### src/rtl/xdma_meta_tracker_if.sv
// Meta push handshake between the request frontend and the tracker.
// Carries DMA ID and beat length alongside valid/ready.
interface xdma_meta_tracker_if #(
   parameter int IdWidth  = 8,
   parameter int LenWidth = 16
);
   logic                meta_valid_i;
   logic                meta_ready_o;
   logic [IdWidth-1:0]  meta_id_i;
   logic [LenWidth-1:0] meta_len_i;

   modport master (
      output meta_valid_i,
      output meta_id_i,
      output meta_len_i,
      input  meta_ready_o
   );

   modport slave (
      input  meta_valid_i,
      input  meta_id_i,
      input  meta_len_i,
      output meta_ready_o
   );
endinterface

### src/rtl/xdma_meta_tracker.sv
// Multi-outstanding AXI W meta tracker: counts beats against the oldest meta.
// Define XDMA_META_TRACKER_STATS_EN to add completion/beat statistics counters.
module xdma_meta_tracker #(
   parameter  int IdWidth  = 8,
   parameter  int LenWidth = 16,
   parameter  int Depth    = 4,
   localparam int CntWidth = $clog2(Depth) + 1
) (
   input  logic                clk_i,
   input  logic                rst_i,
   xdma_meta_tracker_if.slave  meta,
   input  logic                write_happening_i,
   output logic                done_o,
   output logic [IdWidth-1:0]  done_id_o,
   output logic [IdWidth-1:0]  cur_dma_id_o,
   output logic [LenWidth-1:0] cur_beat_o,
   output logic                busy_o,
   output logic [CntWidth-1:0] occupancy_o,
`ifdef XDMA_META_TRACKER_STATS_EN
   output logic [31:0]         completed_cnt_o,
   output logic [31:0]         beat_cnt_o,
`endif
   output logic                unexpected_beat_o
);

   localparam int PtrW = $clog2(Depth);

   logic [IdWidth-1:0]  id_q  [Depth];
   logic [LenWidth-1:0] len_q [Depth];
   logic [PtrW-1:0]     rd_ptr;
   logic [PtrW-1:0]     wr_ptr;
   logic [CntWidth-1:0] count;
   logic [LenWidth-1:0] beat_q;
   logic                err_q;

   logic                busy;
   logic                full;
   logic                push;
   logic                done;
   logic                beat_ok;
   logic                stray;
   logic [IdWidth-1:0]  head_id;
   logic [LenWidth-1:0] head_len;

   assign busy     = (count != '0);
   assign full     = (count == CntWidth'(Depth));
   assign push     = meta.meta_valid_i && !full;
   assign head_id  = id_q[rd_ptr];
   assign head_len = len_q[rd_ptr];
   assign beat_ok  = busy && write_happening_i;
   assign stray    = !busy && write_happening_i;

   // Zero-length heads retire immediately and swallow any beat seen that cycle.
   assign done = busy && ((head_len == '0) ||
                 (write_happening_i && beat_q == head_len - LenWidth'(1)));

   assign meta.meta_ready_o = !full;
   assign done_o            = done;
   assign done_id_o         = done ? head_id : '0;
   assign cur_dma_id_o      = busy ? head_id : '0;
   assign cur_beat_o        = beat_q;
   assign busy_o            = busy;
   assign occupancy_o       = count;
   assign unexpected_beat_o = err_q;

   always_ff @(posedge clk_i) begin
      if (rst_i) begin
         rd_ptr <= '0;
         wr_ptr <= '0;
         count  <= '0;
         beat_q <= '0;
         err_q  <= 1'b0;
      end else begin
         if (push) begin
            id_q[wr_ptr]  <= meta.meta_id_i;
            len_q[wr_ptr] <= meta.meta_len_i;
            wr_ptr        <= wr_ptr + 1'b1;
         end
         if (done) begin
            rd_ptr <= rd_ptr + 1'b1;
         end
         unique case ({push, done})
            2'b10:   count <= count + 1'b1;
            2'b01:   count <= count - 1'b1;
            default: count <= count;
         endcase
         if (done) begin
            beat_q <= '0;
         end else if (beat_ok) begin
            beat_q <= beat_q + 1'b1;
         end
         if (stray) begin
            err_q <= 1'b1;
         end
      end
   end

`ifdef XDMA_META_TRACKER_STATS_EN
   always_ff @(posedge clk_i) begin
      if (rst_i) begin
         completed_cnt_o <= '0;
         beat_cnt_o      <= '0;
      end else begin
         if (done) begin
            completed_cnt_o <= completed_cnt_o + 32'd1;
         end
         if (beat_ok) begin
            beat_cnt_o <= beat_cnt_o + 32'd1;
         end
      end
   end
`endif

endmodule

### src/flat_wrapper.sv
// flat-port wrapper written by rule: the top's interface ports become plain ports
module xdma_meta_tracker_flat 
#(
   parameter  int IdWidth  = 8,
   parameter  int LenWidth = 16,
   parameter  int Depth    = 4,
   localparam int CntWidth = $clog2(Depth) + 1
)
  (clk_i, rst_i, write_happening_i, done_o, done_id_o, cur_dma_id_o, cur_beat_o, busy_o, occupancy_o, unexpected_beat_o, meta_meta_valid_i, meta_meta_id_i, meta_meta_len_i, meta_meta_ready_o);
  xdma_meta_tracker_if #(.IdWidth(IdWidth), .LenWidth(LenWidth)) meta_i ();
  input  logic clk_i;
  input  logic rst_i;
  input  logic write_happening_i;
  output logic done_o;
  output logic [IdWidth-1:0] done_id_o;
  output logic [IdWidth-1:0] cur_dma_id_o;
  output logic [LenWidth-1:0] cur_beat_o;
  output logic busy_o;
  output logic [CntWidth-1:0] occupancy_o;
  output logic unexpected_beat_o;
  input wire logic [$bits(meta_i.meta_valid_i)-1:0] meta_meta_valid_i;
  input wire logic [$bits(meta_i.meta_id_i)-1:0] meta_meta_id_i;
  input wire logic [$bits(meta_i.meta_len_i)-1:0] meta_meta_len_i;
  output wire logic [$bits(meta_i.meta_ready_o)-1:0] meta_meta_ready_o;
  assign meta_i.meta_valid_i = meta_meta_valid_i;
  assign meta_i.meta_id_i = meta_meta_id_i;
  assign meta_i.meta_len_i = meta_meta_len_i;
  assign meta_meta_ready_o = meta_i.meta_ready_o;
  xdma_meta_tracker #(.IdWidth(IdWidth), .LenWidth(LenWidth), .Depth(Depth)) u_core (.clk_i(clk_i), .rst_i(rst_i), .meta(meta_i), .write_happening_i(write_happening_i), .done_o(done_o), .done_id_o(done_id_o), .cur_dma_id_o(cur_dma_id_o), .cur_beat_o(cur_beat_o), .busy_o(busy_o), .occupancy_o(occupancy_o), .unexpected_beat_o(unexpected_beat_o));
endmodule
### config.mk
export PLATFORM = sky130hd
export DESIGN_NAME = xdma_meta_tracker_flat
export DESIGN_NICKNAME = d
export VERILOG_FILES = /design/src/rtl/xdma_meta_tracker_if.sv /design/src/rtl/xdma_meta_tracker.sv /design/src/flat_wrapper.sv
export SDC_FILE = /design/constraint.sdc
export NUM_CORES = 1
export LEC_CHECK = 0
export CAP_MARGIN = 20
export CORE_ASPECT_RATIO = 2
export CORE_MARGIN = 2
export CORE_UTILIZATION = 50
export DETAILED_ROUTE_END_ITERATION = 6
export PLACE_DENSITY = 0.77
export SLEW_MARGIN = 5
export SYNTH_ARGS = -nofsm -noshare
export SYNTH_HDL_FRONTEND = slang
export SYNTH_SLANG_ARGS = --single-unit
export TNS_END_PERCENT = 50
### constraint.sdc
create_clock -name clk_i -period 4.5 [get_ports clk_i]
set_input_delay 0.45 -clock clk_i [delete_from_list [all_inputs] [get_ports clk_i]]
set_output_delay 0.45 -clock clk_i [all_outputs]
set_load 0.01 [all_outputs]
==> results_dict.tcl <==
set metrics [dict create \
    cp-start-kind "flop" \
    viasPerCell 5.51 \
    cts_tree "yes" \
    worstPathMaxFanout 8 \
    max_cap_violations 0 \
    topRoutingLayerUsed "met4" \
    overflow 0 \
    drt_iter0_markers 139 \
    cp-end-kind "output port" \
    synth_commonest_cells "edfxtp_1 (96), dfxtp_1 (26), mux4_2 (24), nor2_1 (23), nand2_1 (22)" \
    ys_seq_area_frac 0.607 \
    start_util 0.512 \
    cts_root_buffer "clkbuf_16" \
    hold_path_class "reg2reg" \
    drc 0 \
    wl_met3_um 419 \
    port_buffers 66 \
    reg2reg_to "u_core.occupancy_o[2]" \
    post-route-period-util 0.954 \
    grt_pass1_wl_um 18600 \
    ir_drop_uv 364 \
    p_int_uw 2260 \
    slowest_delay_ns 0.53 \
    clk_pin_slew_worst_paths_ns 0.06 \
    rsz0062_at_grt "no" \
    wl_per_cell_um 18.7 \
    grt_max_degree 25 \
    async_reset_ff_frac 0 \
    setup_tns_ns 0 \
    dieArea_mm2 0.0121 \
    synthFlopType "edfxtp_1" \
    hold_ws_ns 0.499 \
    synth_seq_cells 122 \
    place_hpwl_um 8410 \
    area_delta_synth_final_pct 27.3 \
    min-delay-start "u_core.unexpected_beat_o" \
    switchingPower_uw 596 \
    fp.dieW_um 78.9 \
    stdcell_count 623 \
    synth_edf_count 96 \
    wl_met2_um 6900 \
    hold_violations 0 \
    worstMarginPinSlew_ns 0.586 \
    cts_buffers 17 \
    p_per_area_mw_per_mm2 401 \
    totalWireLength_um 11700 \
    rrSetupSlack_ns 0.22 \
    seqPwrFrac 0.441 \
    required_ns 4.05 \
    dpl_cell_area_mm2 0.00648 \
    ff2ff_path_depth 17 \
    netlist_top_cells_area "edfxtp_1 (51%), mux4_2 (9.6%), dfxtp_1 (9.3%)" \
    antenna_cells 0 \
    drive_gt1_frac 0.203 \
    maxSlewViolCount 0 \
    die_h_um 154 \
    clkSinkCount 122 \
    n_fill_cell 823 \
    cts.htree.levels 4 \
    setup_violations 0 \
    avgSynthCellArea_um2 14.7 \
    synth_area_leader_cell "edfxtp_1" \
    post-route-min-period_ns 4.29 \
    timing.critical_path.mode_cell "nor2b_1" \
    vias 3430 \
    ant_nets 0 \
    fmax_mhz 233 \
    syn_inst 381 \
    cp_data_arrival_time_ns 3.84 \
    cts_buffer_depth 2 \
    sw_frac_of_total 0.208 \
    worst_path_max_delay_cell "mux4_2" \
    fin_skew_ns 0.0116 \
    post-route-util 0.652 \
    grt_antenna_before_repair 0 \
    syn_nets 418 \
    fp.coreArea_mm2 0.0109 \
    dp.cells 590 \
    ys_warn_count 0 \
    clkPwrFrac 0.493 \
    min_delay_path_depth 2 \
    synth_top_cell_area_share 0.514 \
    crit_path_cell_trace "mux4_2 -> inv_1 -> ha_2 -> nor2b_1 -> a2bb2oi_1 -> or2b_1 -> or4b_4 -> a211oi_2 -> and2_4 -> a41oi_4 -> buf_6 -> nor2b_1 -> dlygate4sd2_1" \
    num_rows 54 \
    critical_path_buf_inv_count 3 \
    crit_family "simple AND/OR/NAND/NOR gates" \
    drtPass1Iterations 5 \
    io_pins 67 \
    clk_latency_ns 0.41 \
    drt-met1-wl_um 3980 \
    worstSetupPathType "reg2out" \
    grt.total_usage 0.210 \
    p_leak_uw 0.00242 \
    place_congestion 0.877 \
    pwr-share-comb 0.066 \
    synth_cell_types 57 \
    max_slew_margin 0.608 \
    status "completed" \
    synth_most_common_cell "edfxtp_1" \
    syn_area_mm2 0.00561 \
    fin_nets 507 \
    holdPathEnd "u_core.unexpected_beat_o" \
    final_cell_area_mm2 0.00714 \
    grt_pass1_vias 3639 \
]
## layout make-up
| type | instances | area (um2) | area share |
|---|---|---|---|
| Sequential cell | 122 | 3410 | 0.477 |
| Inverter | 11 | 41.3 | 0.00578 |
| Tap cell | 140 | 175 | 0.0245 |
| Multi-Input combinational cell | 237 | 2120 | 0.297 |
| Clock inverter | 14 | 195 | 0.0273 |
| Timing Repair Buffer | 81 | 773 | 0.108 |
| Clock buffer | 18 | 429 | 0.0601 |
## worst min-delay path: stages (launching register included)
cell,delay (ns)
dfxtp_1,0.35
a21oi_1,0.05
nor2_1,0.07
## kinds of logic after synthesis
family / synth area share
buffers and inverters: 0.0237
DFF: 0.607
muxes: 0.110
adders and majority gates: 0.0214
and+or+nand+nor: 0.141
xor gates and xnor gates: 0.0578
AOI/OAI and AO/OA: 0.0388
## registers in the layout (all words and copies together), names as in the netlist, named ones only
signal	cells
u_core.len_q	64
u_core.id_q	32
u_core.cur_beat_o	16
u_core.occupancy_o	3
u_core.rd_ptr	2
u_core.wr_ptr	2
u_core.unexpected_beat_o	1
## metrics by stage
step,worst slack [ns],power [uW]
2_1_floorplan,0.0298,1380
3_3_place_gp,0.171,1460
3_5_place_dp,0.0532,1470
4_1_cts,0.0313,2880
5_1_grt,0.00141,2950
6_report,0.209,2860
## power groups by stage
stage	clock network (uW)	logic [uW]	registers, uW
finish	1410	190	1260
detailed placement	0	189	1280
global route	1490	205	1260
global placement	0	184	1280
CTS	1430	192	1260
floorplan	0	98.3	1280
## layer usage
metal,up-vias,global-route usage
met1,1695,0.202
met2,94,0.401
met5,-,0
li1,1616,-
met3,25,0.0464
met4,0,0.107
## placed cells by master (no fill, tap or decap), drive strengths merged, types with 5 or more instances in the layout
cell type	Yosys	layout
a21oi	8	8
and2	17	17
buf	8	15
clkbuf	3	18
clkdlybuf4s50	0	57
clkinv	0	5
dfxtp	26	26
dlygate4sd2	0	8
edfxtp	96	96
ha	8	8
inv	11	13
mux4	24	24
nand2	22	22
nand3	8	8
nand4	5	5
nor2	33	33
nor2b	12	12
nor3	12	12
xnor2	20	20
xor2	17	17
## timing repair
| action | in CTS | in global routing |
|---|---|---|
| buffers inserted | 1 | 0 |
| pin swaps | 1 | 2 |
| hold buffers | 0 | 0 |
| endpoints found under the hold margin | 0 | 0 |
| resized for setup | 14 | 3 |
| setup endpoints to repair | 9 | 10 |
## worst max-delay path by stage
stage          depth (start not counted)  slack (ns)               endpoint  start
2_1_floorplan                         19        0.03  u_core.occupancy_o[2]   flop
3_3_place_gp                          15        0.17  u_core.occupancy_o[2]   flop
3_5_place_dp                          17        0.05  u_core.occupancy_o[2]   flop
4_1_cts                               12        0.03                 done_o   flop
5_1_grt                               17       0.001  u_core.occupancy_o[2]   flop
6_report                              13        0.21           done_id_o[2]   flop
Power figures use the tool's default switching activity.
